<file path="config.mk">
export PLATFORM = sky130hd
export DESIGN_NAME = fifo_arb_ctrl_flat
export DESIGN_NICKNAME = d
export VERILOG_FILES = /design/src/rtl/fifo_pkg.sv /design/src/rtl/fifo_arb_ctrl_if.sv /design/src/rtl/rr_arb2.sv /design/src/rtl/fifo_arb_ctrl.sv /design/src/flat_wrapper.sv
export SDC_FILE = /design/constraint.sdc
export NUM_CORES = 1
export LEC_CHECK = 0
export CORE_UTILIZATION = 30
export CTS_CLUSTER_DIAMETER = 120
export DETAILED_ROUTE_END_ITERATION = 12
export DONT_BUFFER_PORTS = 1
export HOLD_SLACK_MARGIN = 0.08
export SYNTH_ARGS = -nofsm -noshare
export SYNTH_HDL_FRONTEND = slang
export SYNTH_SLANG_ARGS = --single-unit
</file>
<file path="constraint.sdc">
create_clock -name clk -period 4.5 [get_ports clk]
set_clock_uncertainty 0.05 [all_clocks]
set_input_delay 0.9 -clock clk [delete_from_list [all_inputs] [get_ports clk]]
set_output_delay 0.9 -clock clk [all_outputs]
set_load 0.01 [all_outputs]
</file>
<file path="src/rtl/fifo_pkg.sv">
`default_nettype none
// ============================================================================
//  Module      : fifo_pkg
//  Description : Shared defaults, types and helpers for the two-producer
//                FIFO controller and its round-robin arbiter.
//  Revision    : 1.0 - initial release
// ============================================================================
package fifo_pkg;

    localparam int DATA_W_DEF = 8;
    localparam int DEPTH_DEF  = 4;

    // Which producer wins when both request in the same cycle
    typedef enum logic {
        PRIO_P0 = 1'b0,
        PRIO_P1 = 1'b1
    } prio_t;

    // Occupancy must represent 0..DEPTH inclusive, hence one extra bit
    function automatic int occ_w(input int depth);
        return $clog2(depth) + 1;
    endfunction

endpackage
`default_nettype wire

</file>
<file path="src/rtl/fifo_arb_ctrl_if.sv">
`default_nettype none
// ============================================================================
//  Module      : fifo_arb_ctrl_if
//  Description : Producer, consumer and storage-array signals of the
//                two-producer FIFO controller. The controller takes the
//                slave view; producer/consumer/storage logic takes master.
//  Revision    : 1.0 - initial release
// ============================================================================
interface fifo_arb_ctrl_if
    import fifo_pkg::*;
#(
    parameter int DATA_W = DATA_W_DEF,
    parameter int DEPTH  = DEPTH_DEF
);
    localparam int ADDR_W = $clog2(DEPTH);
    localparam int CNT_W  = occ_w(DEPTH);

    logic              req0;
    logic [DATA_W-1:0] data0;
    logic              req1;
    logic [DATA_W-1:0] data1;
    logic              gnt0;
    logic              gnt1;
    logic              pop;
    logic              rd_valid;
    logic              mem_we;
    logic [ADDR_W-1:0] mem_waddr;
    logic [DATA_W-1:0] mem_wdata;
    logic [ADDR_W-1:0] mem_raddr;
    logic [CNT_W-1:0]  count;
    logic              full;
    logic              empty;
    logic              err_udf;

    modport master (
        output req0, data0, req1, data1, pop,
        input  gnt0, gnt1, rd_valid, mem_we, mem_waddr, mem_wdata,
               mem_raddr, count, full, empty, err_udf
    );

    modport slave (
        input  req0, data0, req1, data1, pop,
        output gnt0, gnt1, rd_valid, mem_we, mem_waddr, mem_wdata,
               mem_raddr, count, full, empty, err_udf
    );

endinterface
`default_nettype wire

</file>
<file path="src/rtl/rr_arb2.sv">
`default_nettype none
// ============================================================================
//  Module      : rr_arb2
//  Description : Two-way round-robin arbiter. Grants are combinational and
//                one-hot or zero; the priority flips to the other requester
//                after every grant and holds otherwise.
//  Revision    : 1.0 - initial release
// ============================================================================
module rr_arb2
    import fifo_pkg::*;
(
    input  wire logic       clk,
    input  wire logic       rst,
    input  wire logic [1:0] req,
    input  wire logic       enable,
    output logic      [1:0] gnt
);

    prio_t r_prio;

    // Grant selection; suppressed while in reset or when the FIFO is full
    always_comb begin
        gnt = 2'b00;
        if (enable && !rst) begin
            case (req)
                2'b01:   gnt = 2'b01;
                2'b10:   gnt = 2'b10;
                2'b11:   gnt = (r_prio == PRIO_P1) ? 2'b10 : 2'b01;
                default: gnt = 2'b00;
            endcase
        end
    end

    // Priority hand-off: whoever was just served goes to the back
    always_ff @(posedge clk) begin
        if (rst) begin
            r_prio <= PRIO_P0;
        end else if (gnt[0]) begin
            r_prio <= PRIO_P1;
        end else if (gnt[1]) begin
            r_prio <= PRIO_P0;
        end
    end

endmodule
`default_nettype wire

</file>
<file path="src/rtl/fifo_arb_ctrl.sv">
`default_nettype none
// ============================================================================
//  Module      : fifo_arb_ctrl
//  Description : Controller for a shared circular-buffer FIFO with two
//                round-robin arbitrated producers and one consumer. Drives
//                an external storage array and reports occupancy and a
//                sticky underflow flag.
//  Revision    : 1.0 - initial release
// ============================================================================
module fifo_arb_ctrl
    import fifo_pkg::*;
#(
    parameter int DATA_W = DATA_W_DEF,
    parameter int DEPTH  = DEPTH_DEF
)(
    input  wire logic       clk,
    input  wire logic       rst,
    fifo_arb_ctrl_if.slave  bus
);

    localparam int ADDR_W = $clog2(DEPTH);
    localparam int CNT_W  = occ_w(DEPTH);
    localparam logic [CNT_W-1:0] c_FULL_CNT = CNT_W'(DEPTH);

    // Pointers carry a wrap bit so they count modulo 2*DEPTH
    logic [ADDR_W:0]   r_wr_ptr;
    logic [ADDR_W:0]   r_rd_ptr;
    logic [CNT_W-1:0]  r_count;
    logic              r_rd_valid;
    logic              r_err_udf;

    logic [1:0]        w_gnt;
    logic              w_full;
    logic              w_empty;
    logic              w_push;
    logic              w_pop;
    logic [CNT_W-1:0]  w_count_nxt;
    logic [DATA_W-1:0] w_wdata;
    logic [ADDR_W:0]   w_ptr_occ;

    assign w_full  = (r_count == c_FULL_CNT);
    assign w_empty = (r_count == '0);

    rr_arb2 u_arb (
        .clk    (clk),
        .rst    (rst),
        .req    ({bus.req1, bus.req0}),
        .enable (~w_full),
        .gnt    (w_gnt)
    );

    // A full FIFO never grants, so a push is always safe to accept;
    // a pop is only honoured when something is stored.
    assign w_push  = |w_gnt;
    assign w_pop   = bus.pop & ~w_empty;
    assign w_wdata = w_gnt[1] ? bus.data1 : bus.data0;

    // Occupancy next-state from the accepted push/pop pair
    always_comb begin
        w_count_nxt = r_count;
        case ({w_push, w_pop})
            2'b10:   w_count_nxt = r_count + 1'b1;
            2'b01:   w_count_nxt = r_count - 1'b1;
            default: w_count_nxt = r_count;
        endcase
    end

    // Pointer, occupancy and status registers
    always_ff @(posedge clk) begin
        if (rst) begin
            r_wr_ptr   <= '0;
            r_rd_ptr   <= '0;
            r_count    <= '0;
            r_rd_valid <= 1'b0;
            r_err_udf  <= 1'b0;
        end else begin
            if (w_push) begin
                r_wr_ptr <= r_wr_ptr + 1'b1;
            end
            if (w_pop) begin
                r_rd_ptr <= r_rd_ptr + 1'b1;
            end
            r_count    <= w_count_nxt;
            r_rd_valid <= w_pop;
            if (bus.pop && w_empty) begin
                r_err_udf <= 1'b1;
            end
        end
    end

    // Pointer distance must always agree with the registered occupancy
    assign w_ptr_occ = r_wr_ptr - r_rd_ptr;

    a_occ_consistent: assert property (@(posedge clk) disable iff (rst)
        w_ptr_occ == r_count);

    assign bus.gnt0      = w_gnt[0];
    assign bus.gnt1      = w_gnt[1];
    assign bus.mem_we    = w_push;
    assign bus.mem_waddr = r_wr_ptr[ADDR_W-1:0];
    assign bus.mem_wdata = w_wdata;
    assign bus.mem_raddr = r_rd_ptr[ADDR_W-1:0];
    assign bus.rd_valid  = r_rd_valid;
    assign bus.count     = r_count;
    assign bus.full      = w_full;
    assign bus.empty     = w_empty;
    assign bus.err_udf   = r_err_udf;

endmodule
`default_nettype wire
</file>
<file path="src/flat_wrapper.sv">
// flat-port wrapper written by rule: the top's interface ports become plain ports
module fifo_arb_ctrl_flat import fifo_pkg::*;
#(
    parameter int DATA_W = DATA_W_DEF,
    parameter int DEPTH  = DEPTH_DEF
)
  (clk, rst, bus_req0, bus_data0, bus_req1, bus_data1, bus_pop, bus_gnt0, bus_gnt1, bus_rd_valid, bus_mem_we, bus_mem_waddr, bus_mem_wdata, bus_mem_raddr, bus_count, bus_full, bus_empty, bus_err_udf);
  fifo_arb_ctrl_if #(.DATA_W(DATA_W), .DEPTH(DEPTH)) bus_i ();
  input  wire logic clk;
  input  wire logic rst;
  input wire logic [$bits(bus_i.req0)-1:0] bus_req0;
  input wire logic [$bits(bus_i.data0)-1:0] bus_data0;
  input wire logic [$bits(bus_i.req1)-1:0] bus_req1;
  input wire logic [$bits(bus_i.data1)-1:0] bus_data1;
  input wire logic [$bits(bus_i.pop)-1:0] bus_pop;
  output wire logic [$bits(bus_i.gnt0)-1:0] bus_gnt0;
  output wire logic [$bits(bus_i.gnt1)-1:0] bus_gnt1;
  output wire logic [$bits(bus_i.rd_valid)-1:0] bus_rd_valid;
  output wire logic [$bits(bus_i.mem_we)-1:0] bus_mem_we;
  output wire logic [$bits(bus_i.mem_waddr)-1:0] bus_mem_waddr;
  output wire logic [$bits(bus_i.mem_wdata)-1:0] bus_mem_wdata;
  output wire logic [$bits(bus_i.mem_raddr)-1:0] bus_mem_raddr;
  output wire logic [$bits(bus_i.count)-1:0] bus_count;
  output wire logic [$bits(bus_i.full)-1:0] bus_full;
  output wire logic [$bits(bus_i.empty)-1:0] bus_empty;
  output wire logic [$bits(bus_i.err_udf)-1:0] bus_err_udf;
  assign bus_i.req0 = bus_req0;
  assign bus_i.data0 = bus_data0;
  assign bus_i.req1 = bus_req1;
  assign bus_i.data1 = bus_data1;
  assign bus_i.pop = bus_pop;
  assign bus_gnt0 = bus_i.gnt0;
  assign bus_gnt1 = bus_i.gnt1;
  assign bus_rd_valid = bus_i.rd_valid;
  assign bus_mem_we = bus_i.mem_we;
  assign bus_mem_waddr = bus_i.mem_waddr;
  assign bus_mem_wdata = bus_i.mem_wdata;
  assign bus_mem_raddr = bus_i.mem_raddr;
  assign bus_count = bus_i.count;
  assign bus_full = bus_i.full;
  assign bus_empty = bus_i.empty;
  assign bus_err_udf = bus_i.err_udf;
  fifo_arb_ctrl #(.DATA_W(DATA_W), .DEPTH(DEPTH)) u_core (.clk(clk), .rst(rst), .bus(bus_i));
endmodule
</file>
# Word-level counts from Yosys, hierarchy flattened
# Index checks and enable logic that the tools add are counted.
dict set report word_totals {
  regBits 12
  in_bits 21
  output_inout_bits 22
}
dict set report classes {
  n_addsub 4
  n_eq_ne 6
  mux 7
  n_bitwise 3
  reduce_logical 7
}
# operator n
set ops {}
lappend ops {{adder 3 x 1 -> 3 bit (second input constant)} 3}
lappend ops {{2-to-1 mux 8 bit} 1}
lappend ops {{== test 2 bit (second input constant)} 3}
lappend ops {{one-hot mux 2 bit (3 select lines)} 1}
lappend ops {{one-hot mux 3 bit (2 select lines)} 1}
lappend ops {{== test 2 x 1 -> 1 bit (second input constant)} 2}
lappend ops {{2-to-1 mux 2 bit} 2}
lappend ops {{nonzero test 2 bit} 2}
lappend ops {{== test 3 bit (second input constant)} 1}
lappend ops {{logical NOT 3 bit} 1}
lappend ops {{subtractor 3 x 1 -> 3 bit (second input constant)} 1}
lappend ops {{logical AND 1 bit} 2}
lappend ops {{2-to-1 mux 1 bit} 2}
lappend ops {{NOT 1 bit} 2}
lappend ops {{OR reduction 2 bit} 1}
lappend ops {{bitwise AND 1 bit} 1}
lappend ops {{logical NOT 1 bit} 1}

# Depth between registers and ports, before layout
dict set report logic_depth {
  ltp_word 7
  mapped_depth 8
}

# By module
# From an unflattened synthesis, not the netlist that was laid out.
dict set report unflattened {
  cells_unflattened 63
  area_unflattened_um2 555.5
}
# module n_inst cells_each area_per_inst_um2 seq_area_each_um2
set modules_own_cells {}
lappend modules_own_cells {fifo_arb_ctrl 1 55 493.0 180.2}
lappend modules_own_cells {rr_arb2 1 8 62.6 20.0}

# Worst setup path before layout
# No wires, ideal clock.
dict set report synth_timing {
  path_type {input port to output port}
  start {in bus_req0}
  end {out bus_mem_wdata[0]}
  t_arrival_ps 2013
  required_time_ps 3550
  slack_ps 1537
  stages 3
  n_path_buf 0
  path_cell_list {and2b_2 -> nor4b_4 -> mux2_2}
}
dict set report synth_between {
  elab_chain_cells 4
  elab_cells_between_ends 6
}
# element line
set synth_rtl {}
lappend synth_rtl {{start: declaration} flat_wrapper.sv:11} ;# input wire logic [$bits(bus_i.req0)-1:0] bus_req0;
lappend synth_rtl {{== test 2 bit / == test 2 x 1 -> 1 bit (equally long branches)} rr_arb2.sv:25} ;# case (req)
lappend synth_rtl {{one-hot mux 2 bit (3 select lines) (*)} rr_arb2.sv:25}
lappend synth_rtl {{2-to-1 mux 2 bit (*)} rr_arb2.sv:24} ;# if (enable && !rst) begin
lappend synth_rtl {{via bus_gnt1} flat_wrapper.sv:17} ;# output wire logic [$bits(bus_i.gnt1)-1:0] bus_gnt1;
lappend synth_rtl {{2-to-1 mux 8 bit (*)} fifo_arb_ctrl.sv:56} ;# assign w_wdata = w_gnt[1] ? bus.data1 : bus.data0;
lappend synth_rtl {{end: declaration} flat_wrapper.sv:21} ;# output wire logic [$bits(bus_i.mem_wdata)-1:0] bus_mem_wdata;
# Mark *: on every way through the listed nets, which the timed path passes. The rest lies on a longest branch.

# Worst setup path in the final report
dict set report layout_timing {
  start {in bus_req0}
  end {out bus_mem_wdata[2]}
}
# The elaborated chain is that of the path after synthesis.

==> key figures <==
Pwr
  • Cell Pwr Density: 594 nW/um^2
  • Max IR drop VDD: 188 uV
  • Leak Pwr: 0.251 nW

Critical path
  • Critical path depth: 3
  • Worst Path Required: 3550 ps
  • WS Path Type: in -> out
  • Reg2Reg Depth: 8
  • Worst setup EP type: primary output
  • Crit Path Max Fanout: 9
  • Cells along the critical path: and2b_2 -> nor4b_4 -> mux2_2
  • Largest delay share family, worst path: simple AND/OR/NAND/NOR gates
  • Max stage delay on crit path: 550 ps
  • Bufs and invs on worst path: 0
  • Startpoint type of the worst setup path: input port
  • Crit-path slowest cell: nor4b_4
  • Arr. time, crit path: 2080 ps

Timing
  • Slew @ Worst Pin: 747 ps
  • Max Clock Freq: 330 MHz
  • TNS Setup: 0 ps
  • RSZ-0062 raised after global routing: false
  • Final hold slack: 478 ps
  • Crit path time final: 3030 ps
  • Final period util: 67.4%
  • Setup-failing EPs final: 0
  • Slew margin rel.: 50.0%
  • Fin worst setup slack: 1470 ps
  • Endpoints failing hold: 0
  • Pins Over Slew Limit: 0

Routing
  • Vias: 466
  • Iteration-0 DRC Markers: 11
  • Average wire per standard cell: 12.7 um
  • DRT Wirelength: 1150 um
  • DR vias/cell: 5.12
  • First-pass DRT Iterations: 2
  • # DRC: 0
  • Final antenna-violating net count: 0

Logic synthesis
  • Post-Synthesis Cell Area: 581 um^2
  • Post-synth top cells: dfxtp_1, mux2_2, nor2_1
  • Post-synth EDFFs: 0
  • Count leader, synth: dfxtp_1
  • Primary FF master, synth: dfxtp_1
  • Share of the synthesized area in the top cell type: 34.5%
  • Largest cells by area after synthesis: dfxtp_1, mux2_2, nor2_1, xor2_1, a21oi_1
  • Register area share after synthesis: 34.5%
  • Yosys warnings: 0
  • Yosys cell types: 20
  • Largest area contributor in the netlist: dfxtp_1
  • Flops & latches, synth: 10
  • Syn_area_per_cell: 9.22 um^2
  • Post-Syn Instances: 63
  • Ys async rst share: 0%
  • Post-synthesis net count: 86

Min path
  • WHS Path Cells: 2
  • Hold crit path type: reg -> reg

Layout
  • ANT cells: 0
  • Area grow syn2layout: 11.0%
  • Ratio of cells with drive above 1 in the final layout: 28.8%
  • Nets: 90
  • Final Non-Filler Cells: 91

CTS
  • Hold buffer count at cts: 0
  • Setup repair bufs after CTS: 0
  • CTS Buffer Depth: 2
  • Clk Latency, worst-skew pair: 260 ps
  • Number of CTS-inserted buffers: 3
  • Max H-tree Level: 1
  • CTS tree: built
  • Worst-path clk slew: 70 ps
  • Post-cts sizing count: 0
  • CTS sink count: 10
  • Clk root buf: clkbuf_4

Floorplan
  • # rows: 15
  • IO Count: 43
  • Die footprint: 2120 um^2
  • Area of the core: 1760 um^2
  • Die X: 46.0 um
  • Initial core utilization: 32.9%
  • DIE HEIGHT: 46.0 um

Flow run
  • Max-cap check violation count: 0

GRT
  • First-pass GRT wire length: 1700 um
  • Largest net degree at the start of global routing: 13
  • Total track usage: 11.7%
  • Grt total ovfl: 0
  • Vias in the first global route: 403
  • Initial antenna violation count: 0

Placement
  • Pre-CTS worst setup slack: 1450 ps
  • Buffers on Ports: 0
  • Routability cong.: 0.704
  • Dpl cells: 87
  • Dpl hpwl: 885 um

Run status
  • Status: finished, final reports clean
==> worst register-to-register path, cell delays in order, from the launching register on <==
cell and delay (ps):
dfxtp_1 450, nor3b_2 670, or3_2 270, ha_1 180, inv_1 60, fa_1 370, xor2_1 160, or3_1 300
a21oi_1 140
==> state kept, by name, summed over array words and instances (netlist names) <==
signal and flops:
u_core.bus.count 3, u_core.r_rd_ptr 2, u_core.r_wr_ptr 2, u_core.bus.err_udf 1
u_core.bus.rd_valid 1, u_core.u_arb.r_prio 1
==> cell type report <==
type	instances	area (um^2)
clock buffers	4	36.3
fillers	197	1120
inverters	6	22.5
multi-input cells	46	354
flip-flops and latches	10	200
well taps	25	31.3
==> through the flow <==
| stage | util [%] | cell area (um^2) | power [mW] |
|---|---|---|---|
| floorplan | - | 581 | 0.279 |
| global placement | 34.5 | 608 | 0.301 |
| detailed placement | 34.5 | 608 | 0.304 |
| CTS | 36.5 | 644 | 0.386 |
| global route | 36.5 | 644 | 0.417 |
| finish | 36.5 | 644 | 0.383 |
==> power breakdown <==
part / switching, mW / leakage (nW) / total [mW] / internal, mW
combinational: 0.0799 / 0.148 / 0.139 / 0.0590
clock: 0.0330 / 0.0210 / 0.0821 / 0.0491
sequential: 0.0449 / 0.0823 / 0.162 / 0.117
total: 0.158 / 0.251 / 0.383 / 0.225
==> cell usage in the layout, fill, tap and decap left out, drive strengths merged, types with 2 or more instances in the layout <==
| cell | synthesis | final |
|---|---|---|
| o21ai | 5 | 5 |
| and2b | 2 | 2 |
| or3 | 4 | 4 |
| inv | 6 | 6 |
| xor2 | 3 | 3 |
| dfxtp | 10 | 10 |
| nor3 | 2 | 2 |
| clkbuf | 1 | 4 |
| mux2 | 8 | 8 |
| nor2 | 7 | 7 |
| a21oi | 5 | 5 |
| nand2 | 3 | 3 |
==> per-layer routing <==
metal	wire, um	vias up	track usage [%]
met5	0	-	0
met4	25	0	8.82
met3	153	4	5.56
met2	512	33	17.5
met1	461	202	12.6
li1	-	227	-
==> logic make-up after synthesis <==
logic type	Yosys count	share of synthesized area, %
DFF	10	34.5
AOI/OAI and AO/OA	13	13.1
xor gates and xnor gates	3	4.53
buffers and inverters	7	4.52
muxes	8	15.5
and+or+nand+nor	20	22.2
adders and majority gates	2	5.60
==> worst paths after layout <==
path | startpoint | endpoint | slack (ps)
setup / recovery | bus_req0 | bus_mem_wdata[2] | 1470
hold / removal | u_core.r_rd_ptr[1] | u_core.r_rd_ptr[1] | 480
hold reg to reg | u_core.r_rd_ptr[1] | u_core.r_rd_ptr[1] | 480
setup reg to reg | u_core.bus.count[2] | u_core.bus.count[2] | 1790
Power figures use the tool's default switching activity.
